### config.mk
export PLATFORM = sky130hd
export DESIGN_NAME = cur_block_buffer
export DESIGN_NICKNAME = d
export VERILOG_FILES = /design/src/rtl/cur_block_buffer.sv
export SDC_FILE = /design/constraint.sdc
export NUM_CORES = 1
export LEC_CHECK = 0
export ABC_AREA = 1
export ABC_CLOCK_PERIOD_IN_PS = 6600
export CAP_MARGIN = 20
export CORE_MARGIN = 4
export CORE_UTILIZATION = 35
export DETAILED_ROUTE_END_ITERATION = 8
export PLACE_DENSITY = 0.64
export SLEW_MARGIN = 0
export SYNTH_ARGS = -nofsm -noshare
export SYNTH_HDL_FRONTEND = slang
export SYNTH_SLANG_ARGS = --single-unit
### constraint.sdc
create_clock -name clk -period 6.6 [get_ports clk]
set_clock_uncertainty 0.15 [all_clocks]
set_input_delay 1.32 -clock clk [delete_from_list [all_inputs] [get_ports clk]]
set_output_delay 1.32 -clock clk [all_outputs]
set_load 0.02 [all_outputs]
### src/rtl/cur_block_buffer.sv
// -----------------------------------------------------------------------------
// cur_block_buffer
//
// Current-block buffer for the motion-estimation datapath. Packs a narrow
// pixel stream (IN_PIX pixels per word) into a flat block image and presents
// the whole block in parallel to the SAD array.
//
// Optional feature macro: CUR_BUF_DBL_EN
//   defined   -> two banks (ping-pong). The next block loads while the
//                present one is searched.
//   undefined -> one bank. Loading waits until the active block is released.
//
// Handshake: a word is accepted on a rising edge where need_cur (ready) and
// cur_in_valid (valid) are both high. need_cur does not depend on
// cur_in_valid. A word offered while need_cur=0 stays with the producer.
//
// Ports
//   clk          in   clock, rising edge
//   rst_n        in   asynchronous active-low reset; clears state and contents
//   cur_in       in   input word; pixel j at [j*PIX_W +: PIX_W]
//   cur_in_valid in   cur_in carries a word
//   need_cur     out  buffer accepts a word this cycle
//   next_block   in   one-cycle pulse: consumer has finished with active block
//   cur_out      out  active block; pixel row*BLK_W+col at [idx*PIX_W +: PIX_W]
//   cur_valid    out  cur_out holds a complete block
//   drop_err     out  one-cycle pulse: next_block arrived while cur_valid=0
// -----------------------------------------------------------------------------
module cur_block_buffer #(
  parameter int PIX_W  = 8,
  parameter int BLK_W  = 8,
  parameter int BLK_H  = 8,
  parameter int IN_PIX = 4
) (
  input  logic                           clk,
  input  logic                           rst_n,
  input  logic [IN_PIX*PIX_W-1:0]        cur_in,
  input  logic                           cur_in_valid,
  output logic                           need_cur,
  input  logic                           next_block,
  output logic [BLK_W*BLK_H*PIX_W-1:0]   cur_out,
  output logic                           cur_valid,
  output logic                           drop_err
);

  localparam int WORDS    = BLK_W * BLK_H / IN_PIX;
  localparam int WORD_W   = IN_PIX * PIX_W;
  localparam int BLK_BITS = WORDS * WORD_W;
  localparam int WCNT_W   = (WORDS > 1) ? $clog2(WORDS) : 1;
  localparam logic [WCNT_W-1:0] LAST_WORD = WCNT_W'(WORDS - 1);

`ifdef CUR_BUF_DBL_EN
  localparam int NB = 2;
`else
  localparam int NB = 1;
`endif

  logic [BLK_BITS-1:0] r_bank [NB];
  logic [NB-1:0]       r_full;
  logic [NB-1:0]       w_full_nxt;
  logic [WCNT_W-1:0]   r_wcnt;
  logic                r_drop_err;
  logic                w_wbank;
  logic                w_rbank;
  logic                w_accept;
  logic                w_last;
  logic                w_release;

  assign need_cur  = ~r_full[w_wbank];
  assign cur_valid = r_full[w_rbank];
  assign cur_out   = r_bank[w_rbank];
  assign drop_err  = r_drop_err;

  assign w_accept  = need_cur & cur_in_valid;
  assign w_last    = (r_wcnt == LAST_WORD);
  assign w_release = next_block & cur_valid;

  // Fill and release can hit in the same cycle; with two banks they always
  // target different banks, with one bank they are mutually exclusive
  // (accept needs the bank empty, release needs it full).
  always_comb begin
    w_full_nxt = r_full;
    if (w_accept && w_last) w_full_nxt[w_wbank] = 1'b1;
    if (w_release)          w_full_nxt[w_rbank] = 1'b0;
  end

`ifdef CUR_BUF_DBL_EN
  logic r_wbank;
  logic r_rbank;

  always_ff @(posedge clk or negedge rst_n) begin
    if (!rst_n) begin
      r_wbank <= 1'b0;
      r_rbank <= 1'b0;
    end else begin
      if (w_accept && w_last) r_wbank <= ~r_wbank;
      if (w_release)          r_rbank <= ~r_rbank;
    end
  end

  assign w_wbank = r_wbank;
  assign w_rbank = r_rbank;
`else
  assign w_wbank = 1'b0;
  assign w_rbank = 1'b0;
`endif

  always_ff @(posedge clk or negedge rst_n) begin
    if (!rst_n) begin
      r_full     <= '0;
      r_wcnt     <= '0;
      r_drop_err <= 1'b0;
    end else begin
      r_full     <= w_full_nxt;
      r_drop_err <= next_block & ~cur_valid;
      if (w_accept) begin
        if (w_last) r_wcnt <= '0;
        else        r_wcnt <= r_wcnt + 1'b1;
      end
    end
  end

  // Contents are cleared on reset so cur_out reads zero afterwards.
  always_ff @(posedge clk or negedge rst_n) begin
    if (!rst_n) begin
      for (int b = 0; b < NB; b++) r_bank[b] <= '0;
    end else if (w_accept) begin
      r_bank[w_wbank][r_wcnt*WORD_W +: WORD_W] <= cur_in;
    end
  end

endmodule

==> flow_summary.json <==
{
  "hpwlAfterDp_mm": 62.9,
  "slowest_delay_ns": 0.89,
  "groute.usage.overall_pct": 26.8,
  "synth.avg_cell_area_um2": 8.37,
  "crit_path_start_kind": "register",
  "cts.sinks": 518,
  "max_slew_margin_pct": 29.4,
  "start_util_pct": 35.5,
  "netSwitchingPower_mw": 7.60,
  "fillers": 6021,
  "fin_crit_sh_pct": 66.2,
  "ir_drop_uv": 325,
  "clk_latency_ns": 0.59,
  "rows": 91,
  "clk_pin_slew_worst_paths_ns": 0.06,
  "cpLargestDelayFamily": "simple AND/OR/NAND/NOR gates",
  "drive_gt1_share_pct": 5.34,
  "pin_count": 551,
  "antenna_found_initial": 3,
  "tns_ns": 0,
  "final_cell_mix": "648 x nand2_1, 549 x clkdlybuf4s50_1, 517 x dfrtp_1, 452 x nor2_1, 320 x nand3_1",
  "ctsHoldBuffers": 0,
  "hold_violations": 0,
  "slew_viol_final": 0,
  "internal-power_mw": 8.86,
  "vias_per_cell": 5.14,
  "firstDrtPassIters": 6,
  "worstPathArrival_ns": 4.72,
  "placed_area_mm2": 0.0281,
  "wire_per_inst_um": 23.3,
  "route.detailed.drc": 0,
  "crit_required_ns": 6.96,
  "cts-root-buf": "clkbuf_16",
  "grt_pass1_wl_mm": 137,
  "worst_pin_slew_ns": 1.06,
  "syn_to_final_growth_pct": 36.4,
  "status": "completed",
  "ys_warn_count": 0,
  "grt_pass1_vias": 19876,
  "antenna_cells": 0,
  "synth_top_area_share_pct": 58.9,
  "cts_max_level": 2,
  "power_mw": 16.5,
  "drt_iter0_drc": 1791,
  "vias": 20374,
  "end_kind": "register",
  "synth_seq_cells": 518,
  "post-cts-setup-buffers": 0,
  "grt_start_max_net_pins": 134,
  "synth_top_cells_by_area": "dfrtp_1 59%, nand2_1 11%, nor2_1 7.7%",
  "synth.largest_area_cell": "dfrtp_1",
  "setup.worst_path.class": "register to register",
  "ant_nets": 0,
  "comb_power_share_pct": 50.4,
  "power.share.switching_pct": 46.2,
  "critPathBufInv": 2,
  "seqPwrFrac_pct": 30.5,
  "power.share.clock_pct": 19.0,
  "worst_path_max_delay_cell": "nand4_4",
  "overflow": 0,
  "cts.path.max_buffers": 3,
  "postLayoutCellArea_mm2": 0.0301,
  "fin_crit_ns": 4.37,
  "clock.fmax_mhz": 229,
  "drt-total-wl_mm": 92.3,
  "ys_seq_area_share_pct": 58.9,
  "p_per_area_mw_per_mm2": 548,
  "cts_made_buffers": 57,
  "cts_tree": "built",
  "synth.cell_area_mm2": 0.0220,
  "die_y_um": 259,
  "min_path_type": "register to register",
  "cp_cell_sequence": "nor3_1 > ha_4 > inv_4 > nand3_1 > inv_2 > nand4_4 > o21ai_1",
  "mostFrequentLayoutCell": "nand2_1",
  "port_buffers": 550,
  "r2r_setup_slack_ns": 2.23,
  "core_area_mm2": 0.0621,
  "rsz0062_at_grt": "no",
  "setup_viol": 0,
  "p_leak_nw": 13.7,
  "gp_congestion": 0.849,
  "syn_nets": 2672,
  "fin_nets": 3119,
  "maxCapViolCount": 0,
  "ys_types": 25,
  "die_w_um": 259,
  "synthCells": 2633,
  "dieArea_mm2": 0.0670,
  "ctsResizeCount": 0,
  "crit_fanout": 64
}
metrics by stage:
step                      util (%)  setup WS [ns]  instances  hold slack [ns]
after global placement        45.3           2.04       3854            0.302
final                         48.4           2.23       3963            0.319
after detailed placement      45.4           1.96       3855            0.308
after floorplan                  -           3.81       2633            0.430
after global routing          48.4           1.89       3963            0.331
after CTS                     48.3           2.14       3960            0.322
logic make-up after synthesis:
kind of cell               Yosys count  share of synthesized area, %
buffers and inverters              271                          4.89
adders and majority gates            3                         0.170
AOI/OAI and AO/OA                  280                          6.39
DFF                                518                          58.9
and+or+nand+nor                   1559                          29.6
xor gates and xnor gates             2                        0.0795
synthesized netlist by cell type, drive strengths merged:
master  count
o21ai     277
nor2      462
nand3     325
ha          3
xor2        2
inv        75
dfrtp     518
o22ai       2
nor3      106
nand4      10
buf        58
a21oi       1
clkbuf    138
nand2     656
worst min-delay path: stages (launching register included):
cell	delay, ns
dfrtp_1	0.34
nand2_1	0.05
nand2_1	0.04
path summary, 6_finish.rpt:
check	depth (start not counted)	endpoint	startpoint
max	7	cur_out[415]	r_wcnt[0]
min	2	cur_out[21]	cur_out[21]
max reg2reg	7	cur_out[415]	r_wcnt[0]
min reg2reg	2	cur_out[21]	cur_out[21]
max in group asynchronous	2	cur_out[444]	rst_n
min in group asynchronous	1	cur_out[467]	rst_n
routing by layer:
metal | routed length, µm | track usage (%)
met2 | 43700 | 43.8
met3 | 8750 | 7.90
met1 | 37500 | 35.4
met4 | 2280 | 6.49
met5 | 34 | 0
cell type report:
type | count | area [µm²] | share of cell area [%]
clock buffer | 87 | 1710 | 5.69
clock inverter | 18 | 134 | 0.446
inverter | 75 | 288 | 0.958
multi-input combinational | 1844 | 8060 | 26.8
sequential | 518 | 13000 | 43.1
tap | 837 | 1050 | 3.49
timing repair buffer | 584 | 5850 | 19.5
registers in the layout, summed over array words and instances, names as in the netlist:
| register | cells |
|---|---|
| r_wcnt | 4 |
| cur_valid | 1 |
| drop_err | 1 |
| cur_out | 512 |
power by group through the flow:
| stage | Combinational (mW) | Clock, mW | Sequential, mW |
|---|---|---|---|
| 6_report | 8.30 | 3.13 | 5.03 |
| 5_1_grt | 8.86 | 3.33 | 5.16 |
| 4_1_cts | 8.37 | 3.19 | 5.02 |
| 3_5_place_dp | 8.34 | 0 | 5.05 |
| 3_3_place_gp | 8.29 | 0 | 5.03 |
| 2_1_floorplan | 2.99 | 0 | 6.28 |
No activity file was read; power rests on OpenSTA's default activity.
